$ cat config.mk
export PLATFORM = sky130hd
export DESIGN_NAME = ifmap_read_sequencer
export DESIGN_NICKNAME = d
export VERILOG_FILES = /design/src/rtl/ifmap_pkg.sv /design/src/rtl/ifmap_skid_fifo.sv /design/src/rtl/ifmap_read_sequencer.sv
export SDC_FILE = /design/constraint.sdc
export NUM_CORES = 1
export LEC_CHECK = 0
export ABC_AREA = 1
export CAP_MARGIN = 20
export CORE_MARGIN = 2
export CORE_UTILIZATION = 45
export DETAILED_ROUTE_END_ITERATION = 12
export PLACE_DENSITY = 0.77
export SLEW_MARGIN = 25
export SYNTH_ARGS = -nofsm -noshare
export SYNTH_HDL_FRONTEND = slang
export SYNTH_HIERARCHICAL = 1
export SYNTH_SLANG_ARGS = --single-unit
$ cat constraint.sdc
create_clock -name clk -period 3.2 [get_ports clk]
set_input_delay 0.96 -clock clk [delete_from_list [all_inputs] [get_ports clk]]
set_output_delay 0.96 -clock clk [all_outputs]
set_load 0.02 [all_outputs]
$ cat src/rtl/ifmap_pkg.sv
// Shared types and sizes for the ifmap read sequencer.
// Define IFMAP_SEQ_PAD_EN to add the PRE_PAD/POST_PAD states used for zero padding.
package ifmap_pkg;

  localparam int unsigned IFMAP_DEPTH = 128;
  localparam int unsigned IFMAP_AW    = 7;
  localparam int unsigned ACT_W       = 8;
  localparam int unsigned LEN_W       = 8;
  localparam int unsigned PAD_W       = 2;
  localparam int unsigned FIFO_W      = ACT_W + 1;

  typedef logic signed [ACT_W-1:0] act_t;

  // One FIFO entry: activation plus its end-of-sequence marker
  typedef struct packed {
    logic last;
    act_t data;
  } act_entry_t;

`ifdef IFMAP_SEQ_PAD_EN
  typedef enum logic [2:0] {
    IDLE     = 3'd0,
    PRE_PAD  = 3'd1,
    RUN      = 3'd2,
    POST_PAD = 3'd3,
    DRAIN    = 3'd4,
    DONE     = 3'd5
  } seq_state_t;
`else
  typedef enum logic [1:0] {
    IDLE  = 2'd0,
    RUN   = 2'd1,
    DRAIN = 2'd2,
    DONE  = 2'd3
  } seq_state_t;
`endif

  // Requests longer than the buffer are limited to one full pass
  function automatic logic [LEN_W-1:0] clamp_len(input logic [LEN_W-1:0] req_len);
    if (req_len > LEN_W'(IFMAP_DEPTH)) begin
      return LEN_W'(IFMAP_DEPTH);
    end
    return req_len;
  endfunction

endpackage

$ cat src/rtl/ifmap_skid_fifo.sv
// Two-entry output FIFO for the activation stream; head entry is registered so
// data/last stay stable while the consumer stalls.
module ifmap_skid_fifo
  import ifmap_pkg::*;
(
  input  logic       clk,
  input  logic       reset_n,
  input  logic       i_push,
  input  act_entry_t i_data,
  input  logic       i_pop,
  output logic       o_valid,
  output act_entry_t o_head,
  output logic [1:0] o_count
);

  logic [1:0] r_cnt;
  logic       r_vld;
  act_entry_t r_q0;
  act_entry_t r_q1;

  logic       w_pop;
  logic       w_push;
  logic [1:0] w_cnt_nxt;

  assign w_pop  = i_pop & r_vld;
  // A push into a full FIFO with no pop is refused rather than corrupting order
  assign w_push = i_push & ((r_cnt != 2'd2) | w_pop);

  always_comb begin
    w_cnt_nxt = r_cnt;
    case ({w_push, w_pop})
      2'b10:   w_cnt_nxt = r_cnt + 2'd1;
      2'b01:   w_cnt_nxt = r_cnt - 2'd1;
      default: w_cnt_nxt = r_cnt;
    endcase
  end

  always_ff @(posedge clk or negedge reset_n) begin
    if (!reset_n) begin
      r_cnt <= 2'd0;
      r_vld <= 1'b0;
      r_q0  <= '0;
      r_q1  <= '0;
    end else begin
      r_cnt <= w_cnt_nxt;
      r_vld <= (w_cnt_nxt != 2'd0);
      case ({w_push, w_pop})
        2'b10: begin
          if (r_cnt == 2'd0) begin
            r_q0 <= i_data;
          end else begin
            r_q1 <= i_data;
          end
        end
        2'b01: r_q0 <= r_q1;
        2'b11: begin
          if (r_cnt == 2'd1) begin
            r_q0 <= i_data;
          end else begin
            r_q0 <= r_q1;
            r_q1 <= i_data;
          end
        end
        default: ;
      endcase
    end
  end

  assign o_valid = r_vld;
  assign o_head  = r_q0;
  assign o_count = r_cnt;

endmodule

$ cat src/rtl/ifmap_read_sequencer.sv
// Streams a run of ifmap buffer samples to the ternary PE array.
// Define IFMAP_SEQ_PAD_EN to add the pad port and leading/trailing zero samples.
module ifmap_read_sequencer
  import ifmap_pkg::*;
(
  input  logic                    clk,
  input  logic                    reset_n,
  input  logic                    start,
  input  logic [IFMAP_AW-1:0]     base_addr,
  input  logic [LEN_W-1:0]        len,
`ifdef IFMAP_SEQ_PAD_EN
  input  logic [PAD_W-1:0]        pad,
`endif
  output logic                    busy,
  output logic                    done,
  output logic                    sram_enable,
  output logic                    sram_wr_en,
  output logic [IFMAP_AW-1:0]     sram_addr,
  input  logic signed [ACT_W-1:0] sram_rdata,
  output logic                    act_valid,
  input  logic                    act_ready,
  output logic signed [ACT_W-1:0] act_data,
  output logic                    act_last
);

  seq_state_t          r_state;
  logic                r_busy;
  logic                r_done;
  logic [IFMAP_AW-1:0] r_addr;
  logic [LEN_W-1:0]    r_rd_left;
  logic                r_pend;
  logic                r_pend_last;
`ifdef IFMAP_SEQ_PAD_EN
  logic [PAD_W-1:0]    r_pad;
  logic [PAD_W-1:0]    r_pad_left;
`endif

  logic                w_pop;
  logic [2:0]          w_room;
  logic                w_issue;
  logic                w_issue_last;
  logic                w_pad_push;
  logic                w_pad_last;
  logic                w_push;
  act_entry_t          w_push_data;
  logic                w_fifo_valid;
  act_entry_t          w_fifo_head;
  logic [1:0]          w_fifo_cnt;

  assign w_pop = w_fifo_valid & act_ready;

  // Occupancy after this cycle's pop plus the read whose data lands this cycle;
  // using the live handshake lets a read issue every cycle while the sink keeps up.
  assign w_room       = 3'(w_fifo_cnt) + 3'(r_pend) - 3'(w_pop);
  assign w_issue      = (r_state == RUN) && (w_room < 3'd2);
  assign w_issue_last = w_issue && (r_rd_left == LEN_W'(1));

`ifdef IFMAP_SEQ_PAD_EN
  // Zero samples share the FIFO's single push port, so they wait out any SRAM data
  assign w_pad_push = ((r_state == PRE_PAD) || (r_state == POST_PAD)) && !r_pend
                      && (w_room < 3'd2);
  assign w_pad_last = (r_state == POST_PAD) && (r_pad_left == PAD_W'(1));
`else
  assign w_pad_push = 1'b0;
  assign w_pad_last = 1'b0;
`endif

  assign w_push = r_pend | w_pad_push;

  always_comb begin
    w_push_data = '0;
    if (r_pend) begin
      w_push_data.last = r_pend_last;
      w_push_data.data = sram_rdata;
    end else begin
      w_push_data.last = w_pad_last;
    end
  end

  // Sequencer state, counters and registered status outputs
  always_ff @(posedge clk or negedge reset_n) begin
    if (!reset_n) begin
      r_state     <= IDLE;
      r_busy      <= 1'b0;
      r_done      <= 1'b0;
      r_addr      <= '0;
      r_rd_left   <= '0;
      r_pend      <= 1'b0;
      r_pend_last <= 1'b0;
`ifdef IFMAP_SEQ_PAD_EN
      r_pad       <= '0;
      r_pad_left  <= '0;
`endif
    end else begin
      r_done <= 1'b0;
      r_pend <= w_issue;
`ifdef IFMAP_SEQ_PAD_EN
      r_pend_last <= w_issue_last && (r_pad == '0);
`else
      r_pend_last <= w_issue_last;
`endif
      if (w_issue) begin
        r_addr    <= r_addr + IFMAP_AW'(1);
        r_rd_left <= r_rd_left - LEN_W'(1);
      end

      case (r_state)
        IDLE: begin
          if (start) begin
            r_addr    <= base_addr;
            r_rd_left <= clamp_len(len);
            if (len == '0) begin
              r_state <= DONE;
              r_done  <= 1'b1;
            end else begin
              r_busy <= 1'b1;
`ifdef IFMAP_SEQ_PAD_EN
              r_pad      <= pad;
              r_pad_left <= pad;
              r_state    <= (pad != '0) ? PRE_PAD : RUN;
`else
              r_state <= RUN;
`endif
            end
          end
        end
`ifdef IFMAP_SEQ_PAD_EN
        PRE_PAD: begin
          if (w_pad_push) begin
            r_pad_left <= r_pad_left - PAD_W'(1);
            if (r_pad_left == PAD_W'(1)) begin
              r_pad_left <= r_pad;
              r_state    <= RUN;
            end
          end
        end
        RUN: begin
          if (w_issue_last) begin
            r_state <= (r_pad != '0) ? POST_PAD : DRAIN;
          end
        end
        POST_PAD: begin
          if (w_pad_push) begin
            r_pad_left <= r_pad_left - PAD_W'(1);
            if (r_pad_left == PAD_W'(1)) begin
              r_state <= DRAIN;
            end
          end
        end
`else
        RUN: begin
          if (w_issue_last) begin
            r_state <= DRAIN;
          end
        end
`endif
        DRAIN: begin
          if (w_pop && w_fifo_head.last) begin
            r_state <= DONE;
            r_busy  <= 1'b0;
            r_done  <= 1'b1;
          end
        end
        DONE:    r_state <= IDLE;
        default: r_state <= IDLE;
      endcase
    end
  end

  ifmap_skid_fifo u_fifo (
    .clk     (clk),
    .reset_n (reset_n),
    .i_push  (w_push),
    .i_data  (w_push_data),
    .i_pop   (w_pop),
    .o_valid (w_fifo_valid),
    .o_head  (w_fifo_head),
    .o_count (w_fifo_cnt)
  );

  assign busy        = r_busy;
  assign done        = r_done;
  assign sram_enable = ~w_issue;
  assign sram_wr_en  = 1'b1;
  assign sram_addr   = r_addr;
  assign act_valid   = w_fifo_valid;
  assign act_data    = w_fifo_head.data;
  assign act_last    = w_fifo_head.last;

endmodule
==> results.yml <==
outcome:
  status: "completed"
floorplanning:
  die_h_um: 82.4
  fp.coreArea_mm2: 0.00592
  die_area_mm2: 0.00679
  start_util: 0.467
  die_x_um: 82.4
  num_rows: 28
  ios: 48
synth:
  syn_nets: 444
  avgSynthCellArea_um2: 6.80
  ys_types: 31
  synth-seq-cells: 42
  synthesis.area_mm2: 0.00277
  synthCells: 407
  ys_seq_area_frac: 0.380
  synth_warnings: 6
drt:
  via_per_inst: 4.93
  met2_length_mm: 3.27
  firstDrtPassIters: 4
  wl_met1_mm: 2.95
  drcViolationCount: 0
  vias: 2707
  wl_per_cell_um: 12.1
  ant_nets: 0
  dr_wl_met3_um: 311
  routed_wirelength_mm: 6.65
  drtIter0Drc: 187
  top_layer: "met4"
final_layout:
  syn_to_final_growth_pct: 28.9
  layout_common_cells: "184 x nand2_1, 45 x inv_1, 43 x clkdlybuf4s50_1"
  nets: 511
  fillers: 544
  drive_gt1_frac: 0.137
  diodes: 0
  layout_commonest_cell: "nand2_1"
  postLayoutCoreUtil: 0.602
clock_tree:
  cts_sinks: 42
  ctsHoldBuffers: 0
  root_buffer: "clkbuf_8"
  insertion_delay_ns: 0.29
  tritoncts: "yes"
  clockBufferDepth: 2
  htreeDepth: 2
  cts_buffers: 5
  clk_pin_slew_ns: 0.07
power_and_ir_drop:
  combPwrFrac: 0.579
  power_density_mw_per_mm2: 855
  finalPower_w: 0.00305
  switching_power_w: 0.00143
  intPower_w: 0.00162
  swShare: 0.468
  ir_drop_mv: 0.439
  seqPwrFrac: 0.313
  p_leak_nw: 1.94
  clock_power_share: 0.107
flow_run:
  cap_viol_max_count: 0
worst_setup_path:
  cp_data_required_time_ns: 2.24
  reg2reg_depth: 18
  setup.worst_path.class: "input port to primary output"
  worstPathMaxFanout: 2
  cp-start-kind: "input port"
  cp-end-kind: "primary output"
  cp.arrival_ns: 2.16
timing:
  hold_ws_ns: 0.496
  setup-tns-final_ns: 0
  slew_headroom: 0.637
  fin_crit_sh: 0.976
  rsz0062_at_grt: "no"
  timing.fmax_mhz: 320
  drv_slew: 0
  finalCriticalPeriod_ns: 3.12
  hold_viol_final: 0
  finClkSkew_ns: 0.00667
  tightestPinTransition_ns: 0.544
  setup_viol_count_final: 0
placed_design:
  gp_congestion: 0.827
  dp.final_hpwl_mm: 4.53
  io_buffers: 46
global_route:
  antenna_found_initial: 0
  grt_pass1_vias: 2515
  grt_overflow_total: 0
  track_usage: 0.205
  grt_pass1_wl_mm: 10.8
  grt_max_degree: 43
min_path:
  holdPathStages: 2
  hp-class: "flop to flop"
critical path, cell delays in order:
cell,delay [ns]
buf_6,0.10
nand2_4,0.08
nor2_4,0.05
buf_4,0.14
fa_1,0.50
nand2_1,0.06
inv_2,0.07
nand3_4,0.07
buf_6,0.14
flip-flops by register name, summed over array words and instances, names as in the netlist:
name / count
u_fifo/r_q1: 9
sram_addr: 7
u_fifo/o_valid: 1
u_fifo/o_head: 9
done: 1
r_pend_last: 1
r_pend: 1
r_rd_left: 8
r_state: 2
u_fifo/o_count: 2
busy: 1
area by class of cell:
cell class                      instances  area (um^2)  area share
Timing Repair Buffer                   68          626       0.175
Sequential cell                        42         1050       0.295
Multi-Input combinational cell        305         1520       0.427
Tap cell                               75         93.8      0.0263
Inverter                               52          198      0.0554
Clock buffer                            7         76.3      0.0214
final timing paths:
check | startpoint | endpoint | slack [ns]
hold reg to reg | busy | busy | 0.50
setup reg to reg | u_fifo/o_valid | u_fifo/r_q1[7] | 0.46
setup / recovery | act_ready | sram_enable | 0.08
max in group asynchronous | reset_n | sram_addr[5] | 2.18
hold / removal | busy | busy | 0.50
min in group asynchronous | reset_n | u_fifo/r_q1[0] | 0.65
synthesized netlist by cell type:
library cell    n  area [um^2]
a21oi_1         3         15.0
a21oi_2         3         26.3
buf_2           4         20.0
buf_4           2         15.0
buf_6           2         22.5
clkbuf_1        1         3.75
clkinv_1        2         7.51
conb_1          1         3.75
dfrtp_1        42         1050
fa_1            1         20.0
ha_1            9          113
inv_1          46          173
inv_2           4         15.0
nand2_1       186          698
nand2_2         4         25.0
nand3_1        39          195
nand3_2         3         30.0
nand4_1         3         18.8
nor2_1         21         78.8
nor2_2          3         18.8
nor2_4          2         22.5
nor2_8          1         20.0
nor3_1          1         5.00
nor3_2          1         10.0
o211ai_1        4         30.0
o21ai_0         6         30.0
o21ai_1         1         5.00
o21ai_2         2         17.5
or2_2           4         25.0
xnor2_1         1         8.76
xor2_1          5         43.8
routing by layer:
metal,GRT usage,vias to the layer above
li1,-,1383
met1,0.262,1243
met2,0.348,71
met3,0.0337,10
met4,0.0767,0
met5,0,-
what timing repair did:
item                       4_1_cts  5_1_grt
setup endpoints to repair        1       19
gates resized for setup         14       13
pin swaps                        5        6
buffers inserted                 9        1
cloned                           0        1
cells by family after synthesis:
kind of cell	after synthesis	synth area share
AND/OR/NAND/NOR	268	0.415
other	1	0.00135
XOR/XNOR	6	0.0190
buffers and inverters	61	0.0927
adder cells (fa/ha/maj)	10	0.0479
flip-flops	42	0.380
AO/OA/AOI/OAI	19	0.0448
per-stage QoR:
step / cell area [um^2] / instances / setup WS (ns)
finish: 3570 / 549 / 0.0769
global route: 3570 / 549 / 0.0137
CTS: 3490 / 547 / 0.0111
detailed placement: 3350 / 531 / -0.826
global placement: 3350 / 531 / -0.786
floorplan: 2770 / 407 / 0.113
power by group through the flow:
| stage | clock [W] | sequential, W | combinational [W] |
|---|---|---|---|
| final | 0.000328 | 0.000956 | 0.00177 |
| after detailed placement | 0 | 0.000949 | 0.00165 |
| after floorplan | 0 | 0.00102 | 0.00103 |
| after CTS | 0.000332 | 0.000942 | 0.00170 |
| after global placement | 0 | 0.000941 | 0.00160 |
| after global routing | 0.000354 | 0.000984 | 0.00200 |
Note: power is estimated with default switching activity, not from simulation.
